### src/rtl/wb_arbiter_if.sv
// Writeback arbiter bus: per-source result handshake plus the two register-bank write ports.
interface wb_arbiter_if #(
  parameter int NSRC = 4,
  parameter int XLEN = 32
);
  logic [NSRC-1:0]      src_valid;
  logic [NSRC-1:0]      src_ready;
  logic [NSRC*5-1:0]    src_rd;
  logic [NSRC*XLEN-1:0] src_data;
  logic                 wrd_en1;
  logic [4:0]           wrd_add1;
  logic [XLEN-1:0]      wrd_data1;
  logic                 wrd_en2;
  logic [4:0]           wrd_add2;
  logic [XLEN-1:0]      wrd_data2;
  logic                 wb_idle;

  modport master (
    output src_valid, src_rd, src_data,
    input  src_ready, wrd_en1, wrd_add1, wrd_data1,
    input  wrd_en2, wrd_add2, wrd_data2, wb_idle
  );

  modport slave (
    input  src_valid, src_rd, src_data,
    output src_ready, wrd_en1, wrd_add1, wrd_data1,
    output wrd_en2, wrd_add2, wrd_data2, wb_idle
  );
endinterface

### src/rtl/wb_arbiter.sv
// Dual-port writeback arbiter: per-source FIFOs, round-robin selection, no same-rd dual write.
// Optional WB_BYPASS_EN lets an empty source's live result compete directly as its head.
module wb_arbiter #(
  parameter int NSRC  = 4,
  parameter int DEPTH = 2,
  parameter int XLEN  = 32
) (
  input logic         clk,
  input logic         reset,
  input logic         flush,
  wb_arbiter_if.slave bus
);
  localparam int SW = $clog2(NSRC);
  localparam int AW = $clog2(DEPTH);
  localparam int EW = 5 + XLEN;
  localparam logic [AW:0] CNT_FULL = (AW+1)'(DEPTH);

  logic [EW-1:0]   mem    [NSRC][DEPTH];
  logic [AW-1:0]   wr_ptr [NSRC];
  logic [AW-1:0]   rd_ptr [NSRC];
  logic [AW:0]     count  [NSRC];
  logic [NSRC-1:0] empty, full, push, pop, gnt;

  logic [NSRC-1:0] cand_vld, cand_byp;
  logic [4:0]      cand_rd   [NSRC];
  logic [XLEN-1:0] cand_data [NSRC];

  logic [SW-1:0]   rr_ptr;
  logic            p1_vld, p2_vld;
  logic [SW-1:0]   p1_src, p2_src;
  logic [4:0]      p1_rd;

  always_comb begin
    for (int unsigned i = 0; i < NSRC; i++) begin
      empty[i]     = (count[i] == '0);
      full[i]      = (count[i] == CNT_FULL);
      cand_vld[i]  = !empty[i];
      cand_byp[i]  = 1'b0;
      cand_rd[i]   = mem[i][rd_ptr[i]][EW-1:XLEN];
      cand_data[i] = mem[i][rd_ptr[i]][XLEN-1:0];
`ifdef WB_BYPASS_EN
      if (empty[i] && bus.src_valid[i] && bus.src_rd[5*i +: 5] != 5'd0) begin
        cand_vld[i]  = 1'b1;
        cand_byp[i]  = 1'b1;
        cand_rd[i]   = bus.src_rd[5*i +: 5];
        cand_data[i] = bus.src_data[XLEN*i +: XLEN];
      end
`endif
    end
  end

  always_comb bus.src_ready = ~full & {NSRC{~reset}};

  // Scan from rr_ptr; a head colliding with port 1's rd is skipped but keeps its place.
  always_comb begin
    int unsigned idx;
    logic [SW-1:0] s;
    idx    = 0;
    s      = '0;
    p1_vld = 1'b0;
    p2_vld = 1'b0;
    p1_src = '0;
    p2_src = '0;
    p1_rd  = '0;
    for (int unsigned k = 0; k < NSRC; k++) begin
      idx = int'(rr_ptr) + k;
      if (idx >= NSRC) idx = idx - NSRC;
      s = SW'(idx);
      if (cand_vld[s] && !flush) begin
        if (!p1_vld) begin
          p1_vld = 1'b1;
          p1_src = s;
          p1_rd  = cand_rd[s];
        end else if (!p2_vld && cand_rd[s] != p1_rd) begin
          p2_vld = 1'b1;
          p2_src = s;
        end
      end
    end
  end

  always_comb begin
    for (int unsigned i = 0; i < NSRC; i++) begin
      gnt[i]  = (p1_vld && p1_src == SW'(i)) || (p2_vld && p2_src == SW'(i));
      pop[i]  = gnt[i] & ~cand_byp[i];
      // rd == 0 completes the handshake but is never stored.
      push[i] = bus.src_valid[i] & bus.src_ready[i] & (bus.src_rd[5*i +: 5] != 5'd0)
                & ~flush & ~(gnt[i] & cand_byp[i]);
    end
  end

  always_ff @(posedge clk) begin
    for (int unsigned i = 0; i < NSRC; i++) begin
      if (push[i]) mem[i][wr_ptr[i]] <= {bus.src_rd[5*i +: 5], bus.src_data[XLEN*i +: XLEN]};
    end
  end

  always_ff @(posedge clk or posedge reset) begin
    if (reset) begin
      for (int unsigned i = 0; i < NSRC; i++) begin
        wr_ptr[i] <= '0;
        rd_ptr[i] <= '0;
        count[i]  <= '0;
      end
      rr_ptr        <= '0;
      bus.wrd_en1   <= 1'b0;
      bus.wrd_add1  <= '0;
      bus.wrd_data1 <= '0;
      bus.wrd_en2   <= 1'b0;
      bus.wrd_add2  <= '0;
      bus.wrd_data2 <= '0;
    end else begin
      for (int unsigned i = 0; i < NSRC; i++) begin
        if (flush) begin
          wr_ptr[i] <= '0;
          rd_ptr[i] <= '0;
          count[i]  <= '0;
        end else begin
          if (push[i]) wr_ptr[i] <= wr_ptr[i] + AW'(1);
          if (pop[i])  rd_ptr[i] <= rd_ptr[i] + AW'(1);
          case ({push[i], pop[i]})
            2'b10:   count[i] <= count[i] + (AW+1)'(1);
            2'b01:   count[i] <= count[i] - (AW+1)'(1);
            default: count[i] <= count[i];
          endcase
        end
      end
      if (p1_vld) rr_ptr <= (p1_src == SW'(NSRC-1)) ? '0 : p1_src + SW'(1);
      bus.wrd_en1 <= p1_vld;
      bus.wrd_en2 <= p2_vld;
      if (p1_vld) begin
        bus.wrd_add1  <= cand_rd[p1_src];
        bus.wrd_data1 <= cand_data[p1_src];
      end
      if (p2_vld) begin
        bus.wrd_add2  <= cand_rd[p2_src];
        bus.wrd_data2 <= cand_data[p2_src];
      end
    end
  end

  always_comb bus.wb_idle = (&empty) & ~bus.wrd_en1 & ~bus.wrd_en2;

endmodule
### src/flat_wrapper.sv
// flat-port wrapper written by rule: the top's interface ports become plain ports
module wb_arbiter_flat 
#(
  parameter int NSRC  = 4,
  parameter int DEPTH = 2,
  parameter int XLEN  = 32
)
  (clk, reset, flush, bus_src_valid, bus_src_rd, bus_src_data, bus_src_ready, bus_wrd_en1, bus_wrd_add1, bus_wrd_data1, bus_wrd_en2, bus_wrd_add2, bus_wrd_data2, bus_wb_idle);
  wb_arbiter_if #(.NSRC(NSRC), .XLEN(XLEN)) bus_i ();
  input logic clk;
  input logic reset;
  input logic flush;
  input wire logic [$bits(bus_i.src_valid)-1:0] bus_src_valid;
  input wire logic [$bits(bus_i.src_rd)-1:0] bus_src_rd;
  input wire logic [$bits(bus_i.src_data)-1:0] bus_src_data;
  output wire logic [$bits(bus_i.src_ready)-1:0] bus_src_ready;
  output wire logic [$bits(bus_i.wrd_en1)-1:0] bus_wrd_en1;
  output wire logic [$bits(bus_i.wrd_add1)-1:0] bus_wrd_add1;
  output wire logic [$bits(bus_i.wrd_data1)-1:0] bus_wrd_data1;
  output wire logic [$bits(bus_i.wrd_en2)-1:0] bus_wrd_en2;
  output wire logic [$bits(bus_i.wrd_add2)-1:0] bus_wrd_add2;
  output wire logic [$bits(bus_i.wrd_data2)-1:0] bus_wrd_data2;
  output wire logic [$bits(bus_i.wb_idle)-1:0] bus_wb_idle;
  assign bus_i.src_valid = bus_src_valid;
  assign bus_i.src_rd = bus_src_rd;
  assign bus_i.src_data = bus_src_data;
  assign bus_src_ready = bus_i.src_ready;
  assign bus_wrd_en1 = bus_i.wrd_en1;
  assign bus_wrd_add1 = bus_i.wrd_add1;
  assign bus_wrd_data1 = bus_i.wrd_data1;
  assign bus_wrd_en2 = bus_i.wrd_en2;
  assign bus_wrd_add2 = bus_i.wrd_add2;
  assign bus_wrd_data2 = bus_i.wrd_data2;
  assign bus_wb_idle = bus_i.wb_idle;
  wb_arbiter #(.NSRC(NSRC), .DEPTH(DEPTH), .XLEN(XLEN)) u_core (.clk(clk), .reset(reset), .flush(flush), .bus(bus_i));
endmodule
### config.mk
export PLATFORM = sky130hd
export DESIGN_NAME = wb_arbiter_flat
export DESIGN_NICKNAME = d
export VERILOG_FILES = /design/src/rtl/wb_arbiter_if.sv /design/src/rtl/wb_arbiter.sv /design/src/flat_wrapper.sv
export SDC_FILE = /design/constraint.sdc
export NUM_CORES = 1
export LEC_CHECK = 0
export CAP_MARGIN = 20
export CORE_MARGIN = 2
export CORE_UTILIZATION = 42
export CTS_BUF_LIST = sky130_fd_sc_hd__clkbuf_4 sky130_fd_sc_hd__clkbuf_8
export DETAILED_ROUTE_END_ITERATION = 8
export DONT_BUFFER_PORTS = 1
export GPL_ROUTABILITY_DRIVEN = 0
export PLACE_DENSITY = 0.63
export REMOVE_ABC_BUFFERS = 1
export SYNTH_ARGS = -nofsm -noshare
export SYNTH_HDL_FRONTEND = slang
export SYNTH_SLANG_ARGS = --single-unit
export TNS_END_PERCENT = 20
### constraint.sdc
create_clock -name clk -period 11.03 [get_ports clk]
set_input_delay 1.103 -clock clk [delete_from_list [all_inputs] [get_ports clk]]
set_output_delay 1.103 -clock clk [all_outputs]
set_load 0.02 [all_outputs]
# Yosys cells after proc, flatten, opt, wreduce, memory -nomap -nowiden
# Memories as Yosys holds them, arrays and structs flattened.
# Cells that the tools add are included.
[totals]
ff_bits = 94
latchBits = 0
mem_bits_rw = 296
romBits = 0
input_bits = 155
out_inout_bits = 81
word_cells = 300
memories = 1
[classes]
add_sub_neg = 24
mul = 0
div = 0
magnitude_cmp = 26
eq_ne = 21
shifts = 0
muxes = 123
bitwise_logic = 34
reduce_logical = 52
[mem_list]
columns = ["name", "words", "width", "read_ports", "rd_ports_with_merged_regs", "write_ports", "line", "text"]
rows = [
  ["u_core.mem", 4, 74, 4, 0, 4, "wb_arbiter.sv:18", "logic [EW-1:0] mem [NSRC][DEPTH];"],
]
[op_table]
columns = ["cell", "count"]
rows = [
  ["37-bit 2-to-1 mux", 16],
  ["74-bit 2-to-1 mux", 4],
  ["37-bit demux with 1-bit select", 4],
  ["32-bit binary-select mux with 2-bit select", 2],
  ["32-bit 2-to-1 mux", 4],
  ["5-bit 2-to-1 mux", 17],
  ["5-bit binary-select mux with 2-bit select", 6],
  ["2-bit 2-to-1 mux", 25],
  ["1-bit 2-to-1 mux", 37],
  ["3-bit >= comparator, second input constant", 9],
  ["2-bit == test, second input constant", 12],
  ["5-bit nonzero test", 4],
  ["1-bit logical AND", 18],
  ["2-bit inverter with 3-bit output", 6],
  ["2-bit >= comparator, second input constant", 8],
  ["1-bit inverter with 2-bit output", 8],
  ["2-bit case mux with 2 select lines", 4],
  ["2-bit nonzero test", 8],
  ["2-bit by 1-bit subtractor with 2-bit output, second input constant", 8],
  ["5-bit inequality test", 3],
  ["1-bit bitwise AND", 14],
  ["2-bit by 1-bit == test with 1-bit output, second input constant", 6],
  ["2-bit logical NOT", 6],
  ["2-bit by 3-bit < comparator with 1-bit output, second input constant", 4],
  ["14 further kinds", 47],
]

# Depth between registers and ports, before layout
[depth]
depth_word = 28
ltp_mapped = 18
depth_no_buf = 15

# Least setup slack after synthesis
# No wires, ideal clock.
[synth_path]
path_type = "input port to flip-flop"
from = "input port reset"
to = "memory u_core.mem[0][37] (netlist name), enable pin"
setup_ns = 0.485
t_arrival_ns = 4.731
required_time_ns = 10.545
path_slack_ns = 5.814
cell_stages = 4
n_path_buf = 0
cell_sequence = "a21oi_1 -> nand2_1 -> a21oi_1 -> nor3b_1"
[synth_rtl]
columns = ["element", "line", "text"]
rows = [
  ["start: declaration", "flat_wrapper.sv:11", "input logic reset;"],
  ["end: declaration", "wb_arbiter.sv:18", ""],
]

# Worst setup path in the final report
[layout_path]
from = "register u_core.rr_ptr[0]"
to = "register u_core.count[4] (netlist name)"
[layout_between]
elab_chain_len = 27
word_cells_on_any_way = 94
classes_between = "add/sub: 7; order compare: 4; eq/ne: 7; mux: 60; bitwise: 4; reduce/logical: 12"
[layout_lines]
columns = ["element", "line", "text"]
rows = [
  ["start: declaration", "wb_arbiter.sv:28", "logic [SW-1:0] rr_ptr;"],
  ["start signal: assignment", "wb_arbiter.sv:128", "if (p1_vld) rr_ptr <= (p1_src == SW'(NSRC-1)) ? '0 : p1_src + SW'(1);"],
  ["2-bit by 1-bit adder with 3-bit output, or another cell as far along", "wb_arbiter.sv:66", "idx = int'(rr_ptr) + k;"],
  ["3-bit >= comparator, or another cell as far along", "wb_arbiter.sv:67", "if (idx >= NSRC) idx = idx - NSRC;"],
  ["2-bit 2-to-1 mux or 2-bit inverter with 3-bit output (tied branches)", "wb_arbiter.sv:67, wb_arbiter.sv:73", ""],
  ["2-bit inverter with 3-bit output (not written as such) or 5-bit binary-select mux with 2-bit select (tied branches)", "wb_arbiter.sv:73, wb_arbiter.sv:74", ""],
  ["5-bit binary-select mux with 2-bit select or 5-bit 2-to-1 mux (tied branches)", "wb_arbiter.sv:73, wb_arbiter.sv:74", ""],
  ["5-bit 2-to-1 mux, on equally long branches", "wb_arbiter.sv:73, wb_arbiter.sv:74", ""],
  ["5-bit 2-to-1 mux, on equally long branches", "wb_arbiter.sv:73, wb_arbiter.sv:74, wb_arbiter.sv:69", ""],
  ["5-bit inequality test", "wb_arbiter.sv:74", "end else if (!p2_vld && cand_rd[s] != p1_rd) begin"],
  ["(+11 left out)", "-", ""],
  ["2-bit 2-to-1 mux", "wb_arbiter.sv:70", "if (!p1_vld) begin"],
  ["2-bit 2-to-1 mux", "wb_arbiter.sv:69", "if (cand_vld[s] && !flush) begin"],
  ["2-bit by 1-bit == test with 1-bit output", "wb_arbiter.sv:84", "gnt[i] = (p1_vld && p1_src == SW'(i)) || (p2_vld && p2_src == SW'(i));"],
  ["1-bit logical AND", "wb_arbiter.sv:84", ""],
  ["1-bit logical OR (*)", "wb_arbiter.sv:84", ""],
  ["2-bit by 1-bit == test with 1-bit output or 2-bit == test (tied branches)", "wb_arbiter.sv:121", "case ({push[i], pop[i]})"],
  ["2-bit case mux with 2 select lines", "wb_arbiter.sv:121", ""],
  ["2-bit 2-to-1 mux", "wb_arbiter.sv:114", "if (flush) begin"],
  ["end signal: indexed assignment", "wb_arbiter.sv:122", "2'b10: count[i] <= count[i] + (AW+1)'(1);"],
  ["end signal: indexed assignment", "wb_arbiter.sv:123", "2'b01: count[i] <= count[i] - (AW+1)'(1);"],
  ["end signal: indexed assignment", "wb_arbiter.sv:124", "default: count[i] <= count[i];"],
  ["end: declaration", "wb_arbiter.sv:21", "logic [AW:0] count [NSRC];"],
]
# Every way passes the cells marked *; elsewhere a longest branch is shown, timed or not. The select of a mux whose other input is x is not followed.
# A chain may end at the register's enable or synchronous reset.

==> impl_metrics.json <==
{
  "status": "completed",
  "drt_wl_total_um": 52000,
  "end_kind": "flop",
  "arrival_ps": 5960,
  "rsz0062_at_grt": "no",
  "via_count": 11700,
  "core-area_sq_um": 42000,
  "utilization": 0.472,
  "finalCritPeriodShare": 0.498,
  "grt_max_degree": 82,
  "ant_nets": 0,
  "path_clk_slew_ps": 60,
  "synth.area.mux_share": 0.109,
  "layout_common_cells": "edfxtp_1, nand2_1, mux2i_1",
  "synthArstFlopShare": 0.241,
  "hp-class": "input port to asynchronous set/reset pin",
  "boundaryPins": 236,
  "clock_path_buffers": 3,
  "cts_hold_buf": 0,
  "die_width_um": 211,
  "rows": 75,
  "yosys.area_share.adder": 0.00349,
  "crit_path_start_kind": "flop",
  "yosysSeqAreaShare": 0.627,
  "yosysUniqueCellTypes": 76,
  "setup_violations": 0,
  "synthCells": 1355,
  "power_mw": 6.61,
  "synth_simple_gate_area_share": 0.0723,
  "final_cell_area_sq_um": 19800,
  "grt_pass1_vias": 11800,
  "drt-initial-drc-count": 920,
  "syn_avg_cell_area_sq_um": 13.2,
  "ir_drop_uv": 258,
  "ys_top_cells_by_area": "edfxtp_1, dfrtp_1, mux2i_1, nand2_1, mux2_2",
  "syn_area_sq_um": 17900,
  "setup_ws_ps": 5540,
  "slew_headroom": 0.229,
  "drt_pre_antenna_iters": 5,
  "ys_warn_count": 0,
  "layout_commonest_cell": "edfxtp_1",
  "place_area_sq_um": 18500,
  "antenna_found_initial": 0,
  "synth_edf_count": 296,
  "post-place-ws_ps": 5660,
  "gr-total-overflow": 0,
  "fin_skew_ps": 25.2,
  "die-area_sq_um": 44300,
  "seqCellArea_sq_um": 11200,
  "cts-resized-gates": 0,
  "grt_pass1_wl_um": 75700,
  "fin_setup_tns_ps": 0,
  "ys.flop_type": "edfxtp_1",
  "track_usage": 0.233,
  "drive_above_1_share": 0.176,
  "synth_top_family_by_area": "compound AO/OA/AOI/OAI gates",
  "synth-compound-area-share": 0.136,
  "fillCellCount": 3714,
  "crit_required_ps": 11510,
  "powerDensity_nw_per_um2": 333,
  "ys_seq_elements": 390,
  "max_cap_viol_count": 0,
  "io_buffer_count": 0,
  "slowest_delay_ps": 800,
  "max_freq_mhz": 182,
  "start_util": 0.426,
  "crit_type": "flop to flop",
  "cts-htree-levels": 3,
  "slowest_stage": "buf_4",
  "synth_xor_area_frac": 0.0239,
  "postCtsSetupBuffers": 0,
  "diodes": 0,
  "leakagePower_nw": 6.74,
  "area_delta_synth_final_pct": 10.7,
  "multi_input_area_sq_um": 6270,
  "cts-buffers-inserted": 68,
  "min_period_ps": 5490,
  "hold_violations": 0,
  "cpLargestDelayFamily": "buffers and inverters",
  "yosys.area.top_type_share": 0.496,
  "viasPerCell": 5.99,
  "wl_per_cell_um": 26.6,
  "clk_latency_ps": 610,
  "dp_hpwl_um": 31900,
  "synth_area_leader_cell": "edfxtp_1",
  "crit_path_cell_trace": "buf_4 > inv_2 > mux4_2 > or2_1 > clkinv_8 > ha_1 > nand2_1 > o21a_1 > a21oi_1 > a21oi_4 > buf_4 > ha_1 > nand2_1 > and3_1 > o21ba_2",
  "clock-sinks": 390,
  "cts-root-buf": "clkbuf_8",
  "layout.nets": 1523,
  "worst-path-buf-inv": 4,
  "fp.dieH_um": 211,
  "cts_tree": "done",
  "post-route-drc-count": 0,
  "worst_pin_slew_ps": 1160,
  "slew_violations": 0,
  "crit_fanout": 77
}
per-stage QoR:
| stage | hold WS, ps | instances |
|---|---|---|
| CTS | 442 | 1952 |
| floorplan | 525 | 1264 |
| detailed placement | 583 | 1830 |
| finish | 442 | 1954 |
| global route | 465 | 1954 |
| global placement | 563 | 1830 |
synthesized netlist by cell type, types with 5 or more instances:
| library cell | number |
|---|---|
| buf_4 | 6 |
| o22ai_1 | 46 |
| dfrtp_1 | 94 |
| o211ai_2 | 20 |
| a211oi_1 | 39 |
| ha_1 | 5 |
| mux4_2 | 9 |
| clkbuf_1 | 49 |
| mux2_2 | 36 |
| edfxtp_1 | 296 |
| inv_1 | 11 |
| nor3b_1 | 7 |
| nor2_1 | 104 |
| o211ai_1 | 20 |
| xnor2_1 | 29 |
| xor2_1 | 20 |
| mux2i_1 | 129 |
| o22a_1 | 35 |
| buf_2 | 27 |
| o21ai_1 | 7 |
| nor3_1 | 15 |
| a31oi_1 | 43 |
| o221ai_1 | 6 |
| o32ai_1 | 6 |
| nand3_1 | 10 |
| and3b_1 | 5 |
| nand2_1 | 132 |
| a21oi_1 | 58 |
| buf_6 | 5 |
| a21o_1 | 6 |
| o21ai_0 | 11 |
cells by family (layout without fill, tap and decap cells):
family	count (synthesis)	after routing
XOR/XNOR	49	49
AND/OR/NAND/NOR	297	297
flip-flops	390	390
multiplexers	178	178
buffers and inverters	105	165
adder cells (fa/ha/maj)	5	5
AO/OA/AOI/OAI	331	331
registers in the layout (all words and copies together), names as in the netlist, 2 cells and up:
name                  count
u_core.mem              296
u_core.bus.wrd_data1     32
u_core.bus.wrd_data2     32
u_core.count              8
u_core.bus.wrd_add1       5
u_core.bus.wrd_add2       5
u_core.rd_ptr             4
u_core.wr_ptr             4
u_core.rr_ptr             2
report_power, final:
group | internal [mW] | leakage, nW | total [mW] | switching, mW
clock | 0.740 | 0.716 | 1.33 | 0.585
sequential | 1.83 | 3.78 | 2.19 | 0.356
combinational | 1.11 | 2.24 | 3.09 | 1.98
path summary, 6_finish.rpt:
path	from	to	slack [ps]	cells past startpoint
max	u_core.rr_ptr[0]	u_core.count[4]	5540	15
min	reset	u_core.bus.wrd_en1	440	1
max reg2reg	u_core.rr_ptr[0]	u_core.count[4]	5540	15
min reg2reg	u_core.wr_ptr[0]	u_core.wr_ptr[0]	590	2
max in group asynchronous	reset	u_core.rd_ptr[0]	9300	2
min in group clk	flush	u_core.rd_ptr[3]	570	1
layout make-up:
type | count | area share
flip-flops and latches | 390 | 0.567
multi-input cells | 860 | 0.316
inverters | 14 | 0.00340
clock buffers | 102 | 0.0625
clock inverters | 20 | 0.00574
repair buffers | 29 | 0.0120
well taps | 539 | 0.0340
worst register-to-register path, stage by stage, from the launching register on:
cell and delay [ps]:
dfrtp_1 320, buf_4 480, inv_2 370, mux4_2 540, or2_1 350, clkinv_8 130
ha_1 230, nand2_1 80, o21a_1 160, a21oi_1 110, a21oi_4 750, buf_4 810
ha_1 410, nand2_1 160, and3_1 280, o21ba_2 200
routing by layer:
layer / track usage / up-vias / part of all wire
met5: 0 / - / 0
met4: 0.0935 / 0 / 0.034
met3: 0.0855 / 106 / 0.10
met2: 0.367 / 504 / 0.46
met1: 0.291 / 5874 / 0.40
li1: - / 5226 / -
Power figures use the tool's default switching activity.
